## src/rtl/sort4_batch_ctrl_if.sv

```systemverilog
// sort4_batch_ctrl_if: entry stream in/out handshake bundle for sort4_batch_ctrl
interface sort4_batch_ctrl_if #(parameter int DSIZE = 18);
  logic             in_valid;
  logic             in_ready;
  logic [DSIZE-1:0] in_data;
  logic             in_last;
  logic             out_valid;
  logic             out_ready;
  logic [DSIZE-1:0] out_data;
  logic             out_last;
  modport slave (input in_valid, in_data, in_last, out_ready, output in_ready, out_valid, out_data, out_last);
  modport master (output in_valid, in_data, in_last, out_ready, input in_ready, out_valid, out_data, out_last);
endinterface

```

## src/rtl/sort4_batch_ctrl.sv

```systemverilog
// sort4_batch_ctrl: batches up to 4 entries through a shared external sort network; SORT4_CTRL_STAT_EN adds batch_cnt
module sort4_batch_ctrl #(
  parameter int DSIZE = 18
) (
  input  logic             clk,
  input  logic             rst,
  sort4_batch_ctrl_if.slave bus,
  output logic [DSIZE-1:0] srt_a0,
  output logic [DSIZE-1:0] srt_a1,
  output logic [DSIZE-1:0] srt_a2,
  output logic [DSIZE-1:0] srt_a3,
  input  logic [DSIZE-1:0] srt_s0,
  input  logic [DSIZE-1:0] srt_s1,
  input  logic [DSIZE-1:0] srt_s2,
  input  logic [DSIZE-1:0] srt_s3,
`ifdef SORT4_CTRL_STAT_EN
  output logic [15:0]      batch_cnt,
`endif
  output logic             busy
);
  localparam logic [DSIZE-1:0] PAD = {DSIZE{1'b1}};
  typedef enum logic [1:0] {FILL, SORT, DRAIN} state_t;
  state_t state, state_nx;
  logic [DSIZE-1:0] slot [4];
  logic [DSIZE-1:0] res [4];
  logic [2:0] cnt, idx, n;
  logic last_f, alive, in_fire, out_fire, close, done;
  assign srt_a0 = slot[0];
  assign srt_a1 = slot[1];
  assign srt_a2 = slot[2];
  assign srt_a3 = slot[3];
  assign bus.out_data = res[idx[1:0]];
  always_ff @(posedge clk or posedge rst)
    if (rst) state <= FILL;
    else state <= state_nx;
  // alive keeps in_ready low until the first edge after reset release
  always_comb begin
    bus.in_ready = alive && state == FILL;
    bus.out_valid = state == DRAIN;
    bus.out_last = state == DRAIN && idx == n - 3'd1 && last_f;
    busy = state != FILL;
    in_fire = bus.in_valid && bus.in_ready;
    out_fire = bus.out_valid && bus.out_ready;
    close = in_fire && (cnt == 3'd3 || bus.in_last);
    done = out_fire && idx == n - 3'd1;
    state_nx = state == FILL ? (close ? SORT : FILL) :
               state == SORT ? DRAIN : (done ? FILL : DRAIN);
  end
  always_ff @(posedge clk or posedge rst)
    if (rst) begin
      for (int i = 0; i < 4; i++) begin
        slot[i] <= PAD;
        res[i] <= '0;
      end
      cnt <= '0;
      idx <= '0;
      n <= '0;
      last_f <= 1'b0;
      alive <= 1'b0;
    end else begin
      alive <= 1'b1;
      if (in_fire) begin
        slot[cnt[1:0]] <= bus.in_data;
        cnt <= cnt + 3'd1;
      end
      if (close) begin
        n <= cnt + 3'd1;
        last_f <= bus.in_last;
      end
      if (state == SORT) begin
        res[0] <= srt_s0;
        res[1] <= srt_s1;
        res[2] <= srt_s2;
        res[3] <= srt_s3;
        idx <= '0;
      end
      if (done) begin
        for (int i = 0; i < 4; i++) slot[i] <= PAD;
        cnt <= '0;
      end else if (out_fire) idx <= idx + 3'd1;
    end
`ifdef SORT4_CTRL_STAT_EN
  always_ff @(posedge clk or posedge rst)
    if (rst) batch_cnt <= '0;
    else if (done) batch_cnt <= batch_cnt + 16'd1;
`endif
endmodule

```

## src/flat_wrapper.sv

```systemverilog
// flat-port wrapper written by rule: the top's interface ports become plain ports
module sort4_batch_ctrl_flat 
#(
  parameter int DSIZE = 18
)
  (clk, rst, srt_a0, srt_a1, srt_a2, srt_a3, srt_s0, srt_s1, srt_s2, srt_s3, busy, bus_in_valid, bus_in_data, bus_in_last, bus_out_ready, bus_in_ready, bus_out_valid, bus_out_data, bus_out_last);
  sort4_batch_ctrl_if #(.DSIZE(DSIZE)) bus_i ();
  input  logic clk;
  input  logic rst;
  output logic [DSIZE-1:0] srt_a0;
  output logic [DSIZE-1:0] srt_a1;
  output logic [DSIZE-1:0] srt_a2;
  output logic [DSIZE-1:0] srt_a3;
  input  logic [DSIZE-1:0] srt_s0;
  input  logic [DSIZE-1:0] srt_s1;
  input  logic [DSIZE-1:0] srt_s2;
  input  logic [DSIZE-1:0] srt_s3;
  output logic busy;
  input wire logic [$bits(bus_i.in_valid)-1:0] bus_in_valid;
  input wire logic [$bits(bus_i.in_data)-1:0] bus_in_data;
  input wire logic [$bits(bus_i.in_last)-1:0] bus_in_last;
  input wire logic [$bits(bus_i.out_ready)-1:0] bus_out_ready;
  output wire logic [$bits(bus_i.in_ready)-1:0] bus_in_ready;
  output wire logic [$bits(bus_i.out_valid)-1:0] bus_out_valid;
  output wire logic [$bits(bus_i.out_data)-1:0] bus_out_data;
  output wire logic [$bits(bus_i.out_last)-1:0] bus_out_last;
  assign bus_i.in_valid = bus_in_valid;
  assign bus_i.in_data = bus_in_data;
  assign bus_i.in_last = bus_in_last;
  assign bus_i.out_ready = bus_out_ready;
  assign bus_in_ready = bus_i.in_ready;
  assign bus_out_valid = bus_i.out_valid;
  assign bus_out_data = bus_i.out_data;
  assign bus_out_last = bus_i.out_last;
  sort4_batch_ctrl #(.DSIZE(DSIZE)) u_core (.clk(clk), .rst(rst), .bus(bus_i), .srt_a0(srt_a0), .srt_a1(srt_a1), .srt_a2(srt_a2), .srt_a3(srt_a3), .srt_s0(srt_s0), .srt_s1(srt_s1), .srt_s2(srt_s2), .srt_s3(srt_s3), .busy(busy));
endmodule
```

## config.mk

```make
export PLATFORM = sky130hd
export DESIGN_NAME = sort4_batch_ctrl_flat
export DESIGN_NICKNAME = d
export VERILOG_FILES = /design/src/rtl/sort4_batch_ctrl_if.sv /design/src/rtl/sort4_batch_ctrl.sv /design/src/flat_wrapper.sv
export SDC_FILE = /design/constraint.sdc
export NUM_CORES = 1
export LEC_CHECK = 0
export ABC_AREA = 1
export BUFFER_PORTS_ARGS = -buffer_cell sky130_fd_sc_hd__buf_2
export CORE_AREA = 2 2 135 137
export DETAILED_ROUTE_END_ITERATION = 8
export DIE_AREA = 0 0 137 139
export RECOVER_POWER = 25
export SLEW_MARGIN = 5
export SYNTH_ARGS = -nofsm -noshare
export SYNTH_HDL_FRONTEND = slang
export SYNTH_SLANG_ARGS = --single-unit
```

## constraint.sdc

```tcl
create_clock -name clk -period 5.3 [get_ports clk]
set_input_delay 0.53 -clock clk [delete_from_list [all_inputs] [get_ports clk]]
set_output_delay 0.53 -clock clk [all_outputs]
set_load 0.01 [all_outputs]
```

# == Word level (Yosys, flattened, before mapping) ==
# Index checks and enable logic that the tools add are counted.
# totals
ff_bits,157
input_bits,95
output_inout_bits,94
word_cells,55
# classes
addsub,3
magnitude_cmp,3
n_eq_ne,4
n_mux,17
bitwise,2
n_reduce_logical,12
# ops
cell,count
2-to-1 mux 72 bit,2
bitwise mux 72 bit,1
2-to-1 mux 18 bit,3
binary-select mux 18 bit (select 2 bit),1
demux 18 bit (select 2 bit),1
2-to-1 mux 3 bit,5
logical AND 1 bit,8
"adder 3 x 1 -> 3 bit, second input constant",2
"greater-or-equal comparator 3 bit, second input constant",2
2-to-1 mux 2 bit,3
NOT 2 -> 3 bit,2
nonzero test 2 bit,2
"== test 3 x 2 -> 1 bit, second input constant",1
== test 3 bit,1
"< comparator 3 x 1 -> 1 bit, second input constant",1
"subtractor 3 x 1 -> 3 bit, second input constant",1
"== test 2 x 1 -> 1 bit, second input constant",1
"== test 2 bit, second input constant",1
logical NOT 2 bit,1
logical OR 1 bit,1
2-to-1 mux 1 bit,1

# == Depth between registers and ports, before layout ==
# Gate-level depths: netlist (run 1).
# depth
word_depth,8
depth_mapped,11
mapped_depth_nobuf,10

# == Worst setup path after synthesis (run 1) ==
# OpenSTA, ideal clock, no wires.
# synth_timing
path_type,register to output
start,register u_core.idx[0]
end,output bus_out_data[14]
arrival_time_ps,1193
path_slack_ps,3577
path_stages_with_launch,6
n_path_buf,2
cell_sequence,dfrtp_1 > inv_1 > buf_2 > clkbuf_1 > o21ai_0 > o22ai_1
# synth_via
elab_chain_cells,4
# synth_rtl
item,line_no,text
from (decl),sort4_batch_ctrl.sv:26,"logic [2:0] cnt, idx, n;"
from (signal assigned),sort4_batch_ctrl.sv:80,end else if (out_fire) idx <= idx + 3'd1;
NOT 2 -> 3 bit (implied by the code),sort4_batch_ctrl.sv:32,assign bus.out_data = res[idx[1:0]];
binary-select mux 18 bit (select 2 bit),sort4_batch_ctrl.sv:32,
2-to-1 mux 18 bit (implied by the code) (2 in series),sort4_batch_ctrl.sv:32,
to (decl),flat_wrapper.sv:25,output wire logic [$bits(bus_i.out_data)-1:0] bus_out_data;
# Every way passes these cells. The select of a mux whose other input is x is not followed.

# == Worst setup path after layout (run 1) ==
# layout_timing
start,register u_core.idx[1]
end,output bus_out_last
# layout_via
elab_chain_cells,3
# layout_rtl
item,line_no,text
== test 3 bit,sort4_batch_ctrl.sv:40,bus.out_last = state == DRAIN && idx == n - 3'd1 && last_f;
logical AND 1 bit (2 in series),sort4_batch_ctrl.sv:40,
to (decl),flat_wrapper.sv:26,output wire logic [$bits(bus_i.out_last)-1:0] bus_out_last;
# Every way passes these cells.

==> results of run 1 <==
==> kinds of logic (layout without fill, tap and decap cells) <==
logic type	Yosys count	in the layout	share of synthesized area
other	1	2	0.000540
AOI/OAI and AO/OA	73	73	0.0559
adders and majority gates	7	7	0.0126
DFF	157	157	0.579
xor gates and xnor gates	1	1	0.00126
and+or+nand+nor	517	517	0.298
buffers and inverters	83	262	0.0524
==> synth_stat cells (all sizes together) <==
library cell	number	area, µm²
o21ai	54	270
nand4	4	25.0
ha	7	87.6
dfstp	72	1890
inv	35	131
clkbuf	18	67.6
dfrtp	85	2130
nand3	65	330
conb	1	3.75
a21oi	1	5.00
o22ai	18	113
nand2	397	1490
nor2	51	224
xnor2	1	8.76
buf	30	165
==> stage by stage <==
step	setup slack (ns)	area (µm²)	power, µW	utilization
2_1_floorplan	0.654	6940	3620	-
3_3_place_gp	2.76	8000	4360	0.453
3_5_place_dp	2.67	8000	4410	0.453
4_1_cts	2.23	8560	5600	0.485
5_1_grt	2.10	8560	5990	0.485
6_report	2.30	8570	5540	0.485
==> power by group through the flow <==
stage                     clock network (µW)  logic, µW  registers, µW
after floorplan                            0       1220           2410
after global placement                     0       2020           2340
after detailed placement                   0       2060           2350
after CTS                               1190       2070           2340
after global routing                    1240       2340           2410
final                                   1170       2040           2340
==> layout make-up <==
cell class                      count  share of cell area
Sequential cell                   157               0.469
Multi-Input combinational cell    599               0.299
Timing Repair Buffer              195               0.116
Clock buffer                       19              0.0542
Tap cell                          229              0.0335
Inverter                           35              0.0159
Clock inverter                     13              0.0120
Antenna cell                        1            0.000292
==> per-layer routing <==
layer	routed length (µm)	track usage	vias up
met5	0	0	-
met1	8570	0.277	2863
met3	1340	0.0417	14
met4	185	0.0499	0
met2	8260	0.302	209
li1	-	-	2972
==> layout by cell type (no fill, tap or decap) <==
master	synthesis	layout
clkinvlp_4	0	2
o21ai_1	2	2
inv_1	31	29
conb_1	1	1
buf_2	27	187
inv_4	0	2
clkinv_4	0	4
dfrtp_1	85	85
clkinv_2	0	1
nand4_1	4	4
nor2_4	3	3
nand3_1	64	64
clkbuf_16	0	18
inv_2	4	5
xnor2_1	1	1
nor2_2	4	4
dfstp_2	72	72
clkbuf_8	0	1
o21ai_0	52	52
a21oi_1	1	1
clkbuf_1	18	1
buf_4	1	7
nor2_1	44	44
nand2_2	1	2
o22ai_1	18	18
diode_2	0	1
ha_1	7	7
inv_6	0	5
nand3_2	1	1
nand2_1	396	395
==> flip-flops by register name, indices dropped and copies added (netlist names) <==
register,cells
u_core.idx,3
u_core.srt_a3,18
u_core.cnt,3
u_core.state,2
u_core.srt_a2,18
u_core.n,3
u_core.last_f,1
u_core.alive,1
u_core.res,72
u_core.srt_a1,18
u_core.srt_a0,18
==> critical path, cell delays in order (launching register included) <==
cell and delay (ns):
dfrtp_1 0.78, inv_1 0.53, nand2_1 0.16, nand2_1 0.07, nor2_2 0.19, nand2_1 0.10, nor2_1 0.08, buf_2 0.13
==> path summary, 6_finish.rpt <==
check / cells past startpoint / startpoint / end / slack [ns]
max: 7 / u_core.idx[1] / bus_out_last / 2.30
min in group asynchronous: 2 / rst / u_core.res[71] / 0.34
max in group asynchronous: 3 / rst / u_core.res[44] / 3.81
max reg2reg: 7 / u_core.idx[1] / u_core.srt_a2[3] / 2.69
min reg2reg: 2 / u_core.res[18] / u_core.res[18] / 0.47
min: 3 / srt_s3[12] / u_core.res[12] / 0.30
==> impl_metrics.tcl, run 1 <==
set metrics [dict create \
    cts.reportedPaths.clkPinSlew_ns 0.07 \
    worstSetupPathType "register to primary output" \
    floorplan.initialDensity 0.393 \
    drt_drc_violations_left 0 \
    power.ir.vdd_worst_mv 0.263 \
    final_wl_um 18400 \
    top_level_ports 189 \
    syn_area_per_cell_um2 8.28 \
    post_synth_instance_area_um2 6940 \
    timing.final.setup_violations 0 \
    synth-seq-cells 157 \
    syn_inst 839 \
    timing.hold.worst.class "input port to register" \
    power.leakage_uw 0.00442 \
    ff_latch_area_um2 4020 \
    timing.critical_path.from_type "register" \
    drtAntennaViolNets 0 \
    grt_pass1_wl_um 29500 \
    number_of_antenna_violations_at_the_first_check_in_global_routing 0 \
    detail_route.wl_per_cell_um 14.7 \
    max_cap_viol_count 0 \
    tritoncts.num_buffers 17 \
    layout.cells.non_filler 1248 \
    root_buffer "clkbuf_16" \
    first_global_vias 5833 \
    post-cts-setup-buffers 0 \
    dp.final_hpwl_um 12100 \
    multi_input_comb_area_um2 2560 \
    io_buffers 188 \
    grt_util_all_layers 0.195 \
    die_width_um 137 \
    clk_latency_ns 0.42 \
    timing.max_slew.rel_slack 0.323 \
    num-fill-cells 1739 \
    seq_area_frac_synth 0.579 \
    dp_cells 1215 \
    pre_repair_dr_iteration_count 5 \
    power_frac_clock 0.211 \
    power_frac_comb 0.368 \
    cts-root-to-sink-buffers 2 \
    critical_path_peak_fanout 21 \
    drive_above_1_share 0.308 \
    cell_internal_pwr_uw 3450 \
    area_growth_syn_to_layout_pct 23.4 \
    critical_path_arrival_ns 2.47 \
    ys.warnings.count 0 \
    post_cts_resized 0 \
    worst-slew-pin-transition_ns 1.01 \
    cts_sinks 157 \
    p_sw_uw 2090 \
    postSynthNetCount 941 \
    gp_routability_congestion 0.789 \
    critical_path_required_ns 4.77 \
    fin_worst_hold_slack_ns 0.300 \
    slew_violations 0 \
    placeableCoreArea_um2 17700 \
    setup_repair_after_global_routing_missed_its_margin "no" \
    fp-row-count 49 \
    seq_power_share 0.422 \
    power_density_over_the_cells_nw_per_um2 647 \
    fin_crit_sh 0.565 \
    cts_tree "built" \
    critPathCaptureType "primary output" \
    floorplan.die_area_um2 19000 \
    finish.net_count 1107 \
    run_status "complete, no violations" \
    cts_hold_repair.buffers 0 \
    via_count 6058 \
    totalNegativeSetupSlack_ns 0 \
    grt_overflow_total 0 \
    post_synth_num_cell_types 23 \
    number_of_design_rule_violations_left_by_the_first_detailed_router_iteration 439 \
    die_h_um 139 \
    max_freq_mhz 334 \
    clock-skew-final_ns 0.00609 \
    finalHoldViolations 0 \
    routed_via_density 4.85 \
    grt_start_max_net_pins 114 \
    layout_min_cycle_time_ns 3.00 \
    power.share.switching 0.377 \
    htree_num_levels 4 \
]
Note: power is estimated with default switching activity, not from simulation.
==> run 2: changes to the inputs <==
Clock period 5.3 ns to 3.1 ns, I/O delays scaled along.
==> run 2 against run 1 <==
Flip-flop and latch count unchanged. Sequential share of layout area decreased by 0.22 points. Design area increased by 0.47%. Global-route usage increased by 0.68 points. Via count increased by 1.3%. The flow now finishes with violations (max-capacitance violations, max-slew violations).
==> impl_metrics.tcl, run 2 (synthesis gave the netlist of run 1 again) <==
set metrics [dict create \
    critPathCaptureType "primary output" \
    setup_repair_after_global_routing_missed_its_margin "no" \
    first_global_vias 5997 \
    timing.critical_path.from_type "register" \
    timing.max_slew.rel_slack -0.239 \
    totalNegativeSetupSlack_ns 0 \
    dp.final_hpwl_um 12800 \
    critPathMaxStageDelay_ns 0.38 \
    finish.net_count 1113 \
    power.ir.vdd_worst_mv 0.486 \
    via_count 6134 \
    clock-skew-final_ns 0.00789 \
    run_status "finished with violations" \
    cts_sinks 157 \
    failing_checks "max-capacitance violations, max-slew violations" \
    routed_via_density 4.89 \
    cts-root-to-sink-buffers 2 \
    max_ffs_per_register 72 \
    timing.critical_path.cells "buf_4, inv_1, buf_4, o21ai_0, o22ai_1, buf_2" \
    mostFrequentLayoutCell "nand2_1" \
    grt_overflow_total 0 \
    fin_total_pwr_uw 9540 \
    gp_routability_congestion 0.772 \
    critical_path_arrival_ns 1.99 \
    crit_family "buffers and inverters" \
    layout.cells.non_filler 1254 \
    pre_repair_dr_iteration_count 5 \
    timing.final.setup_violations 0 \
    cp_num_buf_inv 4 \
    slew_violations 43 \
    post-cts-setup-buffers 0 \
    finalHoldViolations 0 \
    fin_crit_sh 0.742 \
    htree_num_levels 4 \
    worstSetupPathType "register to primary output" \
    power_density_over_the_cells_nw_per_um2 1110 \
    cts_tree "built" \
    detail_route.wl_per_cell_um 15.0 \
    drt_drc_violations_left 0 \
    post_cts_resized 0 \
    cpMaxStageDelayCell "dfrtp_1" \
    worst-slew-pin-transition_ns 1.85 \
    detailedPlace.worstSlack_ns 0.969 \
    grt_pass1_wl_um 30200 \
    top_level_ports 189 \
    max_cap_viol_count 1 \
    critical_path_required_ns 2.79 \
    grt_start_max_net_pins 73 \
    cts_hold_repair.buffers 0 \
    final_wl_um 18800 \
    timing.hold.worst.class "input port to register" \
    final_core_util 0.487 \
    grt_util_all_layers 0.202 \
    critical_path_peak_fanout 37 \
    drtAntennaViolNets 0 \
    number_of_antenna_violations_at_the_first_check_in_global_routing 4 \
    floorplan.die_area_um2 19000 \
    layout_common_cells "395 x nand2_1, 188 x buf_2, 85 x dfrtp_1" \
    power.leakage_uw 0.00445 \
    max_freq_mhz 435 \
    layout_min_cycle_time_ns 2.30 \
    floorplan.initialDensity 0.393 \
    clk_latency_ns 0.42 \
    cts.reportedPaths.clkPinSlew_ns 0.06 \
    root_buffer "clkbuf_16" \
    io_buffers 188 \
    placeableCoreArea_um2 17700 \
    number_of_design_rule_violations_left_by_the_first_detailed_router_iteration 346 \
    die_h_um 139 \
    fp-row-count 49 \
    tritoncts.num_buffers 17 \
    dp_cells 1221 \
    num-fill-cells 1769 \
    registers.top_by_ff_count "u_core.res" \
    fin_ws_ns 0.801 \
    area_growth_syn_to_layout_pct 24.0 \
    timing.critical_path.mode_cell "buf_4" \
    die_width_um 137 \
    drive_above_1_share 0.310 \
]
run 2: changes by cell type in the layout (fill, tap and decap cells not counted), moves of 2 or more:
cell      before  now
inv_6          5    1
clkinv_4       4    0
inv_4          2    4
buf_4          7    9
clkbuf_2       0    3
clkbuf_1       1    3
run 2: cell type report:
class	count	area [µm²]	area share
Antenna cell	2	5.00	0.000582
Clock buffer	22	475	0.0552
Clock inverter	9	81.3	0.00945
Inverter	35	133	0.0154
Multi-Input combinational cell	599	2560	0.298
Sequential cell	157	4020	0.467
Tap cell	229	287	0.0333
Timing Repair Buffer	201	1040	0.121
run 2: report_power, final:
part           internal [µW]  total, µW  switching (µW)
logic                   1410       3540            2130
clock network           1170       2000             826
registers               3410       4000             598
total                   5990       9540            3550
run 2: final timing paths:
check	cells past startpoint	to	slack, ns	startpoint
worst max-delay path	6	bus_out_data[6]	0.80	u_core.idx[0]
worst min-delay path	3	u_core.res[30]	0.08	srt_s2[12]
worst max register to register	6	u_core.srt_a1[3]	0.98	u_core.state[0]
worst min register to register	2	u_core.res[26]	0.47	u_core.res[26]
max in group asynchronous	3	u_core.res[29]	0.94	rst
min in group asynchronous	2	u_core.res[6]	0.35	rst
run 2: worst reg2reg max path, delay by kind of cell, from the launching register on:
family,cells,cell delay [ns]
flip-flops,1,0.42
buffers and inverters,1,0.27
AND/OR/NAND/NOR,5,1.33
run 2: stage by stage:
stage / hold WS (ns) / area (µm²)
floorplan: 0.420 / 6950
global placement: 0.457 / 8090
detailed placement: 0.460 / 8090
CTS: 0.0628 / 8650
global route: 0.0737 / 8600
finish: 0.0776 / 8610
run 2: per-layer routing:
metal  track usage  up-vias  share of wire
met1         0.271     2878           0.44
met2         0.309      239           0.45
met3        0.0603       30          0.092
li1              -     2983              -
met5             0        -         0.0013
met4        0.0716        4          0.017
